`config.mk`:
```
export PLATFORM = sky130hd
export DESIGN_NAME = lzc_rr_arbiter
export DESIGN_NICKNAME = d
export VERILOG_FILES = /design/src/rtl/lzc_rr_arbiter_pkg.sv /design/src/rtl/lzc_rr_arbiter_lzc.sv /design/src/rtl/lzc_rr_arbiter.sv
export SDC_FILE = /design/constraint.sdc
export NUM_CORES = 1
export LEC_CHECK = 0
export CAP_MARGIN = 20
export CORE_AREA = 3 3 122 124
export DETAILED_ROUTE_END_ITERATION = 10
export DIE_AREA = 0 0 125 127
export MAX_ROUTING_LAYER = met4
export SLEW_MARGIN = 20
export SYNTH_ARGS = -nofsm -noshare
export SYNTH_HDL_FRONTEND = slang
export SYNTH_HIERARCHICAL = 1
export SYNTH_SLANG_ARGS = --single-unit
export TNS_END_PERCENT = 20
```
`constraint.sdc`:
```
create_clock -name clk_i -period 2.95 [get_ports clk_i]
set_input_delay 0.4425 -clock clk_i [delete_from_list [all_inputs] [get_ports clk_i]]
set_output_delay 0.4425 -clock clk_i [all_outputs]
set_load 0.03 [all_outputs]
```
`src/rtl/lzc_rr_arbiter_pkg.sv`:
```
// -----------------------------------------------------------------------------
// lzc_arb_pkg
// Shared types and helpers for the round-robin arbiter.
//   arb_state_e : lock FSM states (idle / locked on a stalled winner)
//   idx_width() : index width for n requesters, never less than 1 bit
// -----------------------------------------------------------------------------
package lzc_arb_pkg;

    typedef enum logic [0:0] {
        ARB_IDLE   = 1'b0,
        ARB_LOCKED = 1'b1
    } arb_state_e;

    function automatic int unsigned idx_width(int unsigned n);
        return (n > 1) ? $clog2(n) : 1;
    endfunction

endpackage

```
`src/rtl/lzc_rr_arbiter_lzc.sv`:
```
// -----------------------------------------------------------------------------
// lzc
// Leading/trailing zero counter.
//   in_i    : input vector
//   cnt_o   : MODE=0 -> number of trailing zeros (index of lowest set bit)
//             MODE=1 -> number of leading zeros
//             Reads 0 when the input is all-zero; qualify with empty_o.
//   empty_o : input vector is all-zero
// -----------------------------------------------------------------------------
module lzc #(
    parameter int unsigned WIDTH     = 8,
    parameter bit          MODE      = 1'b0,
    parameter int unsigned CNT_WIDTH = (WIDTH > 1) ? $clog2(WIDTH) : 1
) (
    input  logic [WIDTH-1:0]     in_i,
    output logic [CNT_WIDTH-1:0] cnt_o,
    output logic                 empty_o
);

    // Scan so that the bit nearest the counted end is written last and wins.
    always_comb begin
        cnt_o = '0;
        if (!MODE) begin
            for (int i = int'(WIDTH) - 1; i >= 0; i--) begin
                if (in_i[i]) begin
                    cnt_o = CNT_WIDTH'(i);
                end
            end
        end else begin
            for (int i = 0; i < int'(WIDTH); i++) begin
                if (in_i[i]) begin
                    cnt_o = CNT_WIDTH'(int'(WIDTH) - 1 - i);
                end
            end
        end
    end

    assign empty_o = ~|in_i;

endmodule

```
`src/rtl/lzc_rr_arbiter.sv`:
```
// -----------------------------------------------------------------------------
// lzc_rr_arbiter
// Round-robin arbiter sharing one downstream req/gnt port among NUM_REQ
// requesters. Starvation-free rotation; optionally holds its selection while
// the downstream port stalls.
//   clk_i, rst_i : clock, synchronous active-high reset
//   flush_i      : return pointer and lock FSM to their reset state
//   req_i        : per-requester request
//   data_i       : per-requester payload
//   gnt_o        : one-hot grant to the selected requester (only with gnt_i)
//   req_o        : downstream request (OR of all requests)
//   data_o       : payload of the selected requester
//   idx_o        : index of the selected requester
//   gnt_i        : downstream grant; transfer completes on req_o && gnt_i
// -----------------------------------------------------------------------------
module lzc_rr_arbiter
    import lzc_arb_pkg::*;
#(
    parameter int unsigned NUM_REQ    = 8,
    parameter int unsigned DATA_WIDTH = 32,
    parameter bit          LOCK_IN    = 1'b1,
    parameter int unsigned IDX_WIDTH  = idx_width(NUM_REQ)
) (
    input  logic                                 clk_i,
    input  logic                                 rst_i,
    input  logic                                 flush_i,
    input  logic [NUM_REQ-1:0]                   req_i,
    input  logic [NUM_REQ-1:0][DATA_WIDTH-1:0]   data_i,
    output logic [NUM_REQ-1:0]                   gnt_o,
    output logic                                 req_o,
    output logic [DATA_WIDTH-1:0]                data_o,
    output logic [IDX_WIDTH-1:0]                 idx_o,
    input  logic                                 gnt_i
);

    localparam int unsigned          CNT_W   = idx_width(2 * NUM_REQ);
    localparam logic [IDX_WIDTH-1:0] PTR_RST = IDX_WIDTH'(NUM_REQ - 1);

    arb_state_e           state_q;
    logic [IDX_WIDTH-1:0] ptr_q;
    logic [IDX_WIDTH-1:0] lock_idx_q;

    logic [IDX_WIDTH-1:0] w_winner;
    logic                 w_found;

    generate
        if (NUM_REQ > 1) begin : g_arb
            localparam logic [CNT_W-1:0] NUM_REQ_C = CNT_W'(NUM_REQ);

            logic [NUM_REQ-1:0] w_mask;
            logic [NUM_REQ-1:0] w_masked;
            logic [CNT_W-1:0]   w_cnt;
            logic               w_empty;

            // Only requesters strictly after the last winner are eligible in
            // the low half; the unmasked copy in the high half supplies the
            // wrap-around candidate.
            always_comb begin
                w_mask = '0;
                for (int i = 0; i < int'(NUM_REQ); i++) begin
                    w_mask[i] = (i > int'(ptr_q));
                end
            end

            assign w_masked = req_i & w_mask;

            lzc #(
                .WIDTH (2 * NUM_REQ),
                .MODE  (1'b0)
            ) i_lzc (
                .in_i    ({req_i, w_masked}),
                .cnt_o   (w_cnt),
                .empty_o (w_empty)
            );

            always_comb begin
                if (w_cnt < NUM_REQ_C) begin
                    w_winner = IDX_WIDTH'(w_cnt);
                end else begin
                    w_winner = IDX_WIDTH'(w_cnt - NUM_REQ_C);
                end
            end

            assign w_found = !w_empty;
        end else begin : g_single
            assign w_winner = '0;
            assign w_found  = req_i[0];
        end
    endgenerate

    assign req_o = |req_i;

    // With no request pending, idx_o falls back to the held lock index so it
    // never floats to X.
    always_comb begin
        if (state_q == ARB_LOCKED) begin
            idx_o = lock_idx_q;
        end else if (w_found) begin
            idx_o = w_winner;
        end else begin
            idx_o = lock_idx_q;
        end
    end

    assign data_o = data_i[idx_o];

    always_comb begin
        gnt_o        = '0;
        gnt_o[idx_o] = req_o && gnt_i;
    end

    // Flush still lets a same-cycle handshake through on gnt_o, but the
    // pointer returns to its reset value rather than recording that winner.
    always_ff @(posedge clk_i) begin
        if (rst_i) begin
            state_q    <= ARB_IDLE;
            ptr_q      <= PTR_RST;
            lock_idx_q <= '0;
        end else if (flush_i) begin
            state_q <= ARB_IDLE;
            ptr_q   <= PTR_RST;
        end else begin
            if (req_o && gnt_i) begin
                ptr_q <= idx_o;
            end
            case (state_q)
                ARB_IDLE: begin
                    if (LOCK_IN && req_o && !gnt_i) begin
                        state_q    <= ARB_LOCKED;
                        lock_idx_q <= w_winner;
                    end
                end
                ARB_LOCKED: begin
                    // A dropped locked request is a protocol error; recover by
                    // releasing the lock rather than granting a stale index.
                    if (gnt_i || !req_i[lock_idx_q]) begin
                        state_q <= ARB_IDLE;
                    end
                end
                default: state_q <= ARB_IDLE;
            endcase
        end
    end

endmodule

```
==> out/results.tsv <==
stage	metric	value	unit
run_status	status	finished with violations	
run_status	violations	negative setup slack	
sta	holdWs	0.5724	ns
clock_tree	clock_sinks	7	
sta	period_needed	3.576	ns
place	dpl_cell_area	0.006830	mm²
detailed_routing	wl_per_cell	18.08	µm
sta	fmax	0.2796	GHz
synthesis	syn_area_per_cell	5.027	µm²
clock_tree	cts_buffers	3	
synthesis	synthesis.area	0.002810	mm²
cells_and_area	fin_area	0.007965	mm²
grt	track_usage	0.2434	
synthesis	syn_inst	559	
floorplan	core-area	0.01388	mm²
detailed_routing	vias_per_cell	4.963	
detailed_routing	dr.first_iter.drc_count	253	
grt	grt-ovfl-total	0	
run	drv_cap	0	
pwr	p_leak	0.003330	µW
place	dp_hpwl	14670	µm
grt	first_global_vias	5941	
grt	grt_pass1_wl	30540	µm
sta	hold_violations	0	
clock_tree	cts_root_buffer	clkbuf_16	
floorplan	start_util	0.2025	
sta	timing.final.ws_setup	-0.6263	ns
grt	antenna_found_initial	0	
floorplan	rows	43	
cells_and_area	diodes	0	
pwr	ir_drop	0.0002071	V
grt	grt_start_max_net_pins	26	
setup_path	critPathLaunchType	register	
setup_path	crit_type	reg2out	
detailed_routing	drc_errors	0	
sta	skew	0.002484	ns
detailed_routing	routed_wl	20340	µm
setup_path	cp_data_required_time	2.51	ns
sta	drv_slew	0	
synthesis	ys_warn_count	6	
setup_path	path_max_fanout	8	
setup_path	worstPathArrival	3.13	ns
sta	relSlewSlack	0.5654	
clock_tree	cts.clk_slew.worst_paths	0.03	ns
detailed_routing	ant_nets	0	
sta	rsz0062_at_grt	true	
cells_and_area	syn_to_final_growth	183.4	%
clock_tree	cts_tree	yes	
floorplan	die_x	125	µm
cells_and_area	drive_gt1_frac	0.2878	
sta	setup_violations	41	
sta	fin_crit_sh	1.212	
floorplan	die_height	127	µm
cells_and_area	final_cell_mix	clkdlybuf4s50_1, nand2_1, a21oi_1	
floorplan	die_area	0.01588	mm²
grt	grt_busiest_layer	met2	
cells_and_area	final_common_cell	clkdlybuf4s50_1	
detailed_routing	vias	5583	
clock_tree	worst_skew_pair.late_latency	0.24	ns
grt	grt_util_met3	0.03554	
place	io_buffers	311	
grt	met1_usage	0.2721	
clock_tree	clock_path_buffers	2	
sta	worstMarginPinSlew	0.6464	ns
pwr	power_density	283.5	mW/mm²
grt	grtUsageMet2	0.4378	
setup_path	endpoint_kind	primary output	
cells_and_area	fin_nets	1214	
floorplan	io_pins	312	
detailed_routing	dr.pass1.iters	5	
clock_tree	htreeDepth	1	
min_path	hold_class	reg2reg	
place	gp_congestion	0.9518	
clock_tree	cts.hold.buffers_added	0	
cells_and_area	fillerInstances	1309	
==> worst paths after layout <==
path / startpoint / end / slack [ns] / cells after the start
min: ptr_q[0] / ptr_q[0] / 0.57 / 2
min reg2reg: ptr_q[0] / ptr_q[0] / 0.57 / 2
max: ptr_q[1] / data_o[10] / -0.63 / 14
max reg2reg: ptr_q[2] / ptr_q[0] / 0.58 / 12
==> metrics by stage <==
stage	cells	util	setup TNS (ns)	power [µW]	worst slack, ns
after CTS	1124	0.5654	-19.46	2228	-0.6472
after global placement	1080	0.4921	-39.67	1707	-1.244
after floorplan	561	-	-0.3030	879.2	-0.06590
after global routing	1125	0.5738	-23.40	2372	-0.7111
after detailed placement	1080	0.4921	-42.05	1717	-1.287
final	1125	0.5738	-18.88	2258	-0.6263
==> flip-flops by register name, indices dropped and copies added (netlist names) <==
register and count:
ptr_q 3, lock_idx_q 3, state_q 1
==> final cells by class <==
| class | instances | area (µm²) | area share |
|---|---|---|---|
| clock buffer | 4 | 78.83 | 0.009896 |
| inverter | 14 | 57.56 | 0.007226 |
| multi-input combinational | 497 | 2998 | 0.3764 |
| sequential | 7 | 151.4 | 0.01901 |
| tap | 180 | 225.2 | 0.02828 |
| timing repair buffer | 423 | 4454 | 0.5592 |
==> per-layer routing <==
| metal | part of all wire | vias to the layer above |
|---|---|---|
| li1 | - | 2688 |
| met4 | 0.043 | 0 |
| met3 | 0.065 | 54 |
| met2 | 0.51 | 271 |
| met1 | 0.39 | 2570 |
| met5 | 0 | - |
==> power breakdown <==
| group | switching [µW] | total (µW) | leakage (µW) | internal, µW |
|---|---|---|---|---|
| sequential | 10.1 | 109 | 0.0000573 | 98.5 |
| clock | 55.1 | 235 | 0.0000382 | 180 |
| combinational | 865 | 1910 | 0.00323 | 1050 |
==> worst max-delay path, cell delays in order (launching register included) <==
cell             delay [ns]
dfxtp_4                0.36
buf_4                  0.15
a211oi_4               0.32
nor2_4                 0.08
o21ai_2                0.08
nand2_2                0.08
a31oi_4                0.25
buf_6                  0.14
or3_4                  0.12
o31a_4                 0.15
buf_12                 0.14
buf_12                 0.14
a21oi_1                0.05
or4_4                  0.52
clkdlybuf4s15_2        0.29
==> timing repair <==
item                                    4_1_cts  5_1_grt
gates cloned                                  6        1
pin swaps                                    38        8
endpoints found under the setup margin       43       43
resized for setup                           219       47
setup buffers                                34        1
(Power assumes the default switching activity.)
